===== src/rtl/multi_shift_reg.sv =====
// Multi-cycle shift/rotate register: loads in parallel, then applies `amount`
// single-bit steps of the captured operation, one per clock, with abort-on-load.
module multi_shift_reg #(
    parameter int WIDTH = 8,
    parameter int AMT_W = 4
) (
    input  logic             clock,
    input  logic             reset_n,
    input  logic             load_n,
    input  logic [WIDTH-1:0] load_val,
    input  logic             start,
    input  logic [2:0]       op,
    input  logic [AMT_W-1:0] amount,
    input  logic             serial_in,
    output logic [WIDTH-1:0] q,
    output logic             serial_out,
    output logic             busy,
    output logic             done
);

    typedef enum logic {
        ST_IDLE = 1'b0,
        ST_RUN  = 1'b1
    } state_t;

    localparam logic [2:0] OP_LSR = 3'b000;
    localparam logic [2:0] OP_ASR = 3'b001;
    localparam logic [2:0] OP_LSL = 3'b010;
    localparam logic [2:0] OP_ROR = 3'b011;
    localparam logic [2:0] OP_ROL = 3'b100;
    localparam logic [2:0] OP_SRI = 3'b101;
    localparam logic [2:0] OP_SLI = 3'b110;
    localparam logic [2:0] OP_NOP = 3'b111;

    localparam logic [AMT_W-1:0] AMT_ZERO = {AMT_W{1'b0}};
    localparam logic [AMT_W-1:0] AMT_ONE  = {{(AMT_W-1){1'b0}}, 1'b1};

    // One single-bit step: returns {bit leaving the register, new register value}.
    function automatic logic [WIDTH:0] step_fn(
        input logic [2:0]       step_op,
        input logic [WIDTH-1:0] cur,
        input logic             fill
    );
        logic [WIDTH:0] res;
        case (step_op)
            OP_LSR:  res = {cur[0],       1'b0,         cur[WIDTH-1:1]};
            OP_ASR:  res = {cur[0],       cur[WIDTH-1], cur[WIDTH-1:1]};
            OP_LSL:  res = {cur[WIDTH-1], cur[WIDTH-2:0], 1'b0};
            OP_ROR:  res = {cur[0],       cur[0],       cur[WIDTH-1:1]};
            OP_ROL:  res = {cur[WIDTH-1], cur[WIDTH-2:0], cur[WIDTH-1]};
            OP_SRI:  res = {cur[0],       fill,         cur[WIDTH-1:1]};
            OP_SLI:  res = {cur[WIDTH-1], cur[WIDTH-2:0], fill};
            default: res = {1'b0, cur};
        endcase
        return res;
    endfunction

    state_t             state_q, state_d;
    logic [WIDTH-1:0]   q_q, q_d;
    logic               serial_out_q, serial_out_d;
    logic               done_q, done_d;
    logic [2:0]         op_q, op_d;
    logic [AMT_W-1:0]   cnt_q, cnt_d;
    logic [WIDTH:0]     step_s;

    assign step_s = step_fn(op_q, q_q, serial_in);

    // Next-state and datapath decode; load_n wins over start and aborts a run silently.
    always_comb begin
        state_d      = state_q;
        q_d          = q_q;
        serial_out_d = serial_out_q;
        done_d       = 1'b0;
        op_d         = op_q;
        cnt_d        = cnt_q;
        case (state_q)
            ST_IDLE: begin
                if (!load_n) begin
                    q_d = load_val;
                end else if (start) begin
                    op_d  = op;
                    cnt_d = amount;
                    if ((amount == AMT_ZERO) || (op == OP_NOP)) begin
                        done_d = 1'b1;
                    end else begin
                        state_d = ST_RUN;
                    end
                end else begin
                    state_d = ST_IDLE;
                end
            end
            ST_RUN: begin
                if (!load_n) begin
                    q_d     = load_val;
                    state_d = ST_IDLE;
                end else begin
                    q_d          = step_s[WIDTH-1:0];
                    serial_out_d = step_s[WIDTH];
                    cnt_d        = cnt_q - AMT_ONE;
                    if (cnt_q == AMT_ONE) begin
                        state_d = ST_IDLE;
                        done_d  = 1'b1;
                    end else begin
                        state_d = ST_RUN;
                    end
                end
            end
            default: begin
                state_d = ST_IDLE;
            end
        endcase
    end

    // State and datapath registers with synchronous active-low reset.
    always_ff @(posedge clock) begin
        if (!reset_n) begin
            state_q      <= ST_IDLE;
            q_q          <= {WIDTH{1'b0}};
            serial_out_q <= 1'b0;
            done_q       <= 1'b0;
            op_q         <= OP_NOP;
            cnt_q        <= AMT_ZERO;
        end else begin
            state_q      <= state_d;
            q_q          <= q_d;
            serial_out_q <= serial_out_d;
            done_q       <= done_d;
            op_q         <= op_d;
            cnt_q        <= cnt_d;
        end
    end

    assign q          = q_q;
    assign serial_out = serial_out_q;
    assign busy       = (state_q == ST_RUN);
    assign done       = done_q;

endmodule


===== config.mk =====
export PLATFORM = sky130hd
export DESIGN_NAME = multi_shift_reg
export DESIGN_NICKNAME = d
export VERILOG_FILES = /design/src/rtl/multi_shift_reg.sv
export SDC_FILE = /design/constraint.sdc
export NUM_CORES = 1
export LEC_CHECK = 0
export CELL_PAD_IN_SITES_DETAIL_PLACEMENT = 1
export CELL_PAD_IN_SITES_GLOBAL_PLACEMENT = 2
export CORE_MARGIN = 8
export CORE_UTILIZATION = 25
export CTS_CLUSTER_SIZE = 12
export DETAILED_ROUTE_END_ITERATION = 8
export GPL_ROUTABILITY_DRIVEN = 0
export GPL_TIMING_DRIVEN = 0
export PLACE_DENSITY_LB_ADDON = 0.1
export SLEW_MARGIN = 30
export SYNTH_ARGS = -nofsm -noshare
export SYNTH_HDL_FRONTEND = slang
export SYNTH_SLANG_ARGS = --single-unit

===== constraint.sdc =====
create_clock -name clock -period 1.6 [get_ports clock]
set_input_delay 0.32 -clock clock [delete_from_list [all_inputs] [get_ports clock]]
set_output_delay 0.32 -clock clock [all_outputs]
set_load 0.005 [all_outputs]

==> results.ini, run 1 <==
[global_routing]
grt.total_usage_pct=12.00
grt_antenna_before_repair=0
grt_pass1_wl_um=5982
grt-ovfl-total=0
grt_pass1_vias=1235
grt_max_degree=11

[status]
status=finished, final reports clean

[final_layout]
final_cell_mix=clkdlybuf4s50_1 (29), dfxtp_1 (18), nor2_1 (15)
n_fill_cell=477
register_area_um2=360.3
fin_nets=190
instances_no_fill=217
layout-drive-gt1-share_pct=13.17
diodes=0
syn_to_final_growth_pct=47.45
postLayoutCoreUtil_pct=37.58
layout_commonest_cell=clkdlybuf4s50_1
multi_input_area_um2=595.6

[routing]
vias=1099
postRouteWirelength_um=3741
drc=0
routedWlPerCell_um=17.24
drt.antenna.violating_nets=0
first_pass_iters=4
first_iter_violations=51
via_per_inst=5.065

[cts]
clk_latency_ps=260
cts_tree=built
cts.sinks=18
clk_pin_slew_ps=70
clockBufferDepth=2
cts_buffers=3
postCtsHoldBufs=0
cts_root_buffer=clkbuf_8
cts.htree.levels=1

[pwr]
leakage_nw=0.5960
ir_worst_vdd_mv=0.2973
power_density_nw_per_um2=780.1
power_mw=1.156

[die]
die-area_um2=6304
rows=23
die_h_um=79.40
core_area_um2=3943
die_w_um=79.40
initial_core_util_pct=25.48
io_pins=31

[timing]
worst_pin_slew_ps=500.9
drv_slew=0
slew_headroom_pct=66.61
setup_ws_ps=6.109
finClkSkew_ps=2.985
hold_viol_final=0
finalCriticalPeriod_ps=1594
fin_crit_sh_pct=99.62
setup_violations=0
rsz0062_at_grt=true
fmax_mhz=627.4
setup_tns_ps=0

[critical_path]
critPathTopFamily=buffers and inverters
start_kind=flop
slowest_stage=clkdlybuf4s50_1
path_max_fanout=6
crit_chain=clkdlybuf4s50_1
worstPathArrival_ps=1270
cp-end-kind=output pin
crit_type=reg -> out
critPathMaxStageDelay_ps=560
timing.critical_path.buf_inv=1
crit_required_ps=1280

[placement]
pre_cts_slack_ps=-588.7
hpwl_um=2752
dpl.cell_count=210
io_buffers=30

[yosys]
ys_seq_area_share_pct=35.87
syn_area_um2=1005
ys_types=36
avgSynthCellArea_um2=7.729
syn-num-nets=152
synthCells=130
ys_warn_count=0
ys_ff_latch=18

[min_path]
hp-class=reg -> reg

[job]
cap_violations=0

-- cells by family (layout without fill, tap and decap cells) --
logic type | count (synthesis) | in the layout | synth area share [%]
AND/OR/NAND/NOR | 47 | 47 | 22.54
buffers and inverters | 15 | 52 | 7.347
XOR/XNOR | 1 | 1 | 0.8719
flip-flops | 18 | 18 | 35.87
AO/OA/AOI/OAI | 47 | 47 | 30.88
adder cells (fa/ha/maj) | 2 | 2 | 2.490
-- stage by stage --
step / cell area (µm²) / hold WS, ps
global placement: 1368 / 447.9
CTS: 1454 / 471.8
floorplan: 1005 / 448.2
detailed placement: 1368 / 460.9
finish: 1481 / 461.1
global route: 1481 / 514.2
-- worst paths after layout --
path | cells after the start | end | start | slack [ps]
max reg2reg | 6 | q[7]$_SDFFE_PN0P_ | op_q[2]$_SDFFE_PN1P_ | 100
min | 2 | serial_out$_SDFFE_PN0N_ | serial_out$_SDFFE_PN0N_ | 460
max | 1 | q[0] | q[0]$_SDFFE_PN0P_ | 6
min reg2reg | 2 | serial_out$_SDFFE_PN0N_ | serial_out$_SDFFE_PN0N_ | 460
-- state kept, by name (all words and copies together), names as in the netlist --
register and cells:
serial_out 1, done 1, busy 1, op_q 3, cnt_q 4, q 8
-- where the power goes --
part	total, mW	switching, mW	internal [mW]
logic	0.256	0.122	0.134
clock network	0.388	0.169	0.219
registers	0.512	0.0344	0.477
-- area by class of cell --
cell class | count | area share, %
repair buffers | 33 | 21.96
inverters | 7 | 1.774
flip-flops and latches | 18 | 24.32
plain buffers | 8 | 3.801
clock buffers | 4 | 3.716
multi-input cells | 97 | 40.20
well taps | 50 | 4.223
-- routing by layer --
| layer | wire [µm] | up-vias | global-route usage [%] | part of all wire (%) |
|---|---|---|---|---|
| li1 | - | 549 | - | - |
| met1 | 1682 | 520 | 13.43 | 45 |
| met2 | 1842 | 24 | 21.28 | 49 |
| met3 | 164 | 6 | 3.378 | 4.4 |
| met4 | 51 | 0 | 3.889 | 1.4 |
| met5 | 0 | - | 0 | 0 |
-- repair_timing --
action                                  in CTS  in global routing
gates resized for setup                      4                 11
endpoints found under the setup margin      16                 11
setup buffers                                3                  0
pin swaps                                    1                  0
-- synthesized netlist by cell type --
cell	count	area share (%)
nand3_1	2	1.0
or4_1	1	0.75
o41ai_1	1	0.87
dfxtp_1	18	36
and3_4	1	1.1
nor3b_1	1	0.75
a21oi_1	11	5.5
buf_2	2	1.0
o31ai_1	1	0.75
o22ai_1	2	1.2
xor2_1	1	0.87
o221ai_1	5	4.4
ha_1	2	2.5
nor2_1	16	6.0
nor2b_1	1	0.62
a221oi_1	6	5.2
o211a_1	1	1.0
clkbuf_1	3	1.1
a21o_1	1	0.75
a311oi_1	1	0.87
buf_1	1	0.37
a31oi_1	2	1.2
nand2_1	12	4.5
a211oi_1	2	1.5
or2_2	1	0.62
nor3_1	7	3.5
buf_6	2	2.2
o21ai_0	11	5.5
a21boi_1	1	0.75
o21ai_1	1	0.50
a211o_1	1	0.87
and2_1	1	0.62
nor4_2	1	1.2
inv_1	7	2.6
nand2b_1	2	1.2
or2_1	1	0.62
Note: power is estimated with default switching activity, not from simulation.
==> run 2, diff against run 1 <==
Settings changed: CAP_MARGIN from default to 10.
==> results of run 2 <==
No change in the layout: final DEF, timing and power equal those of run 1.
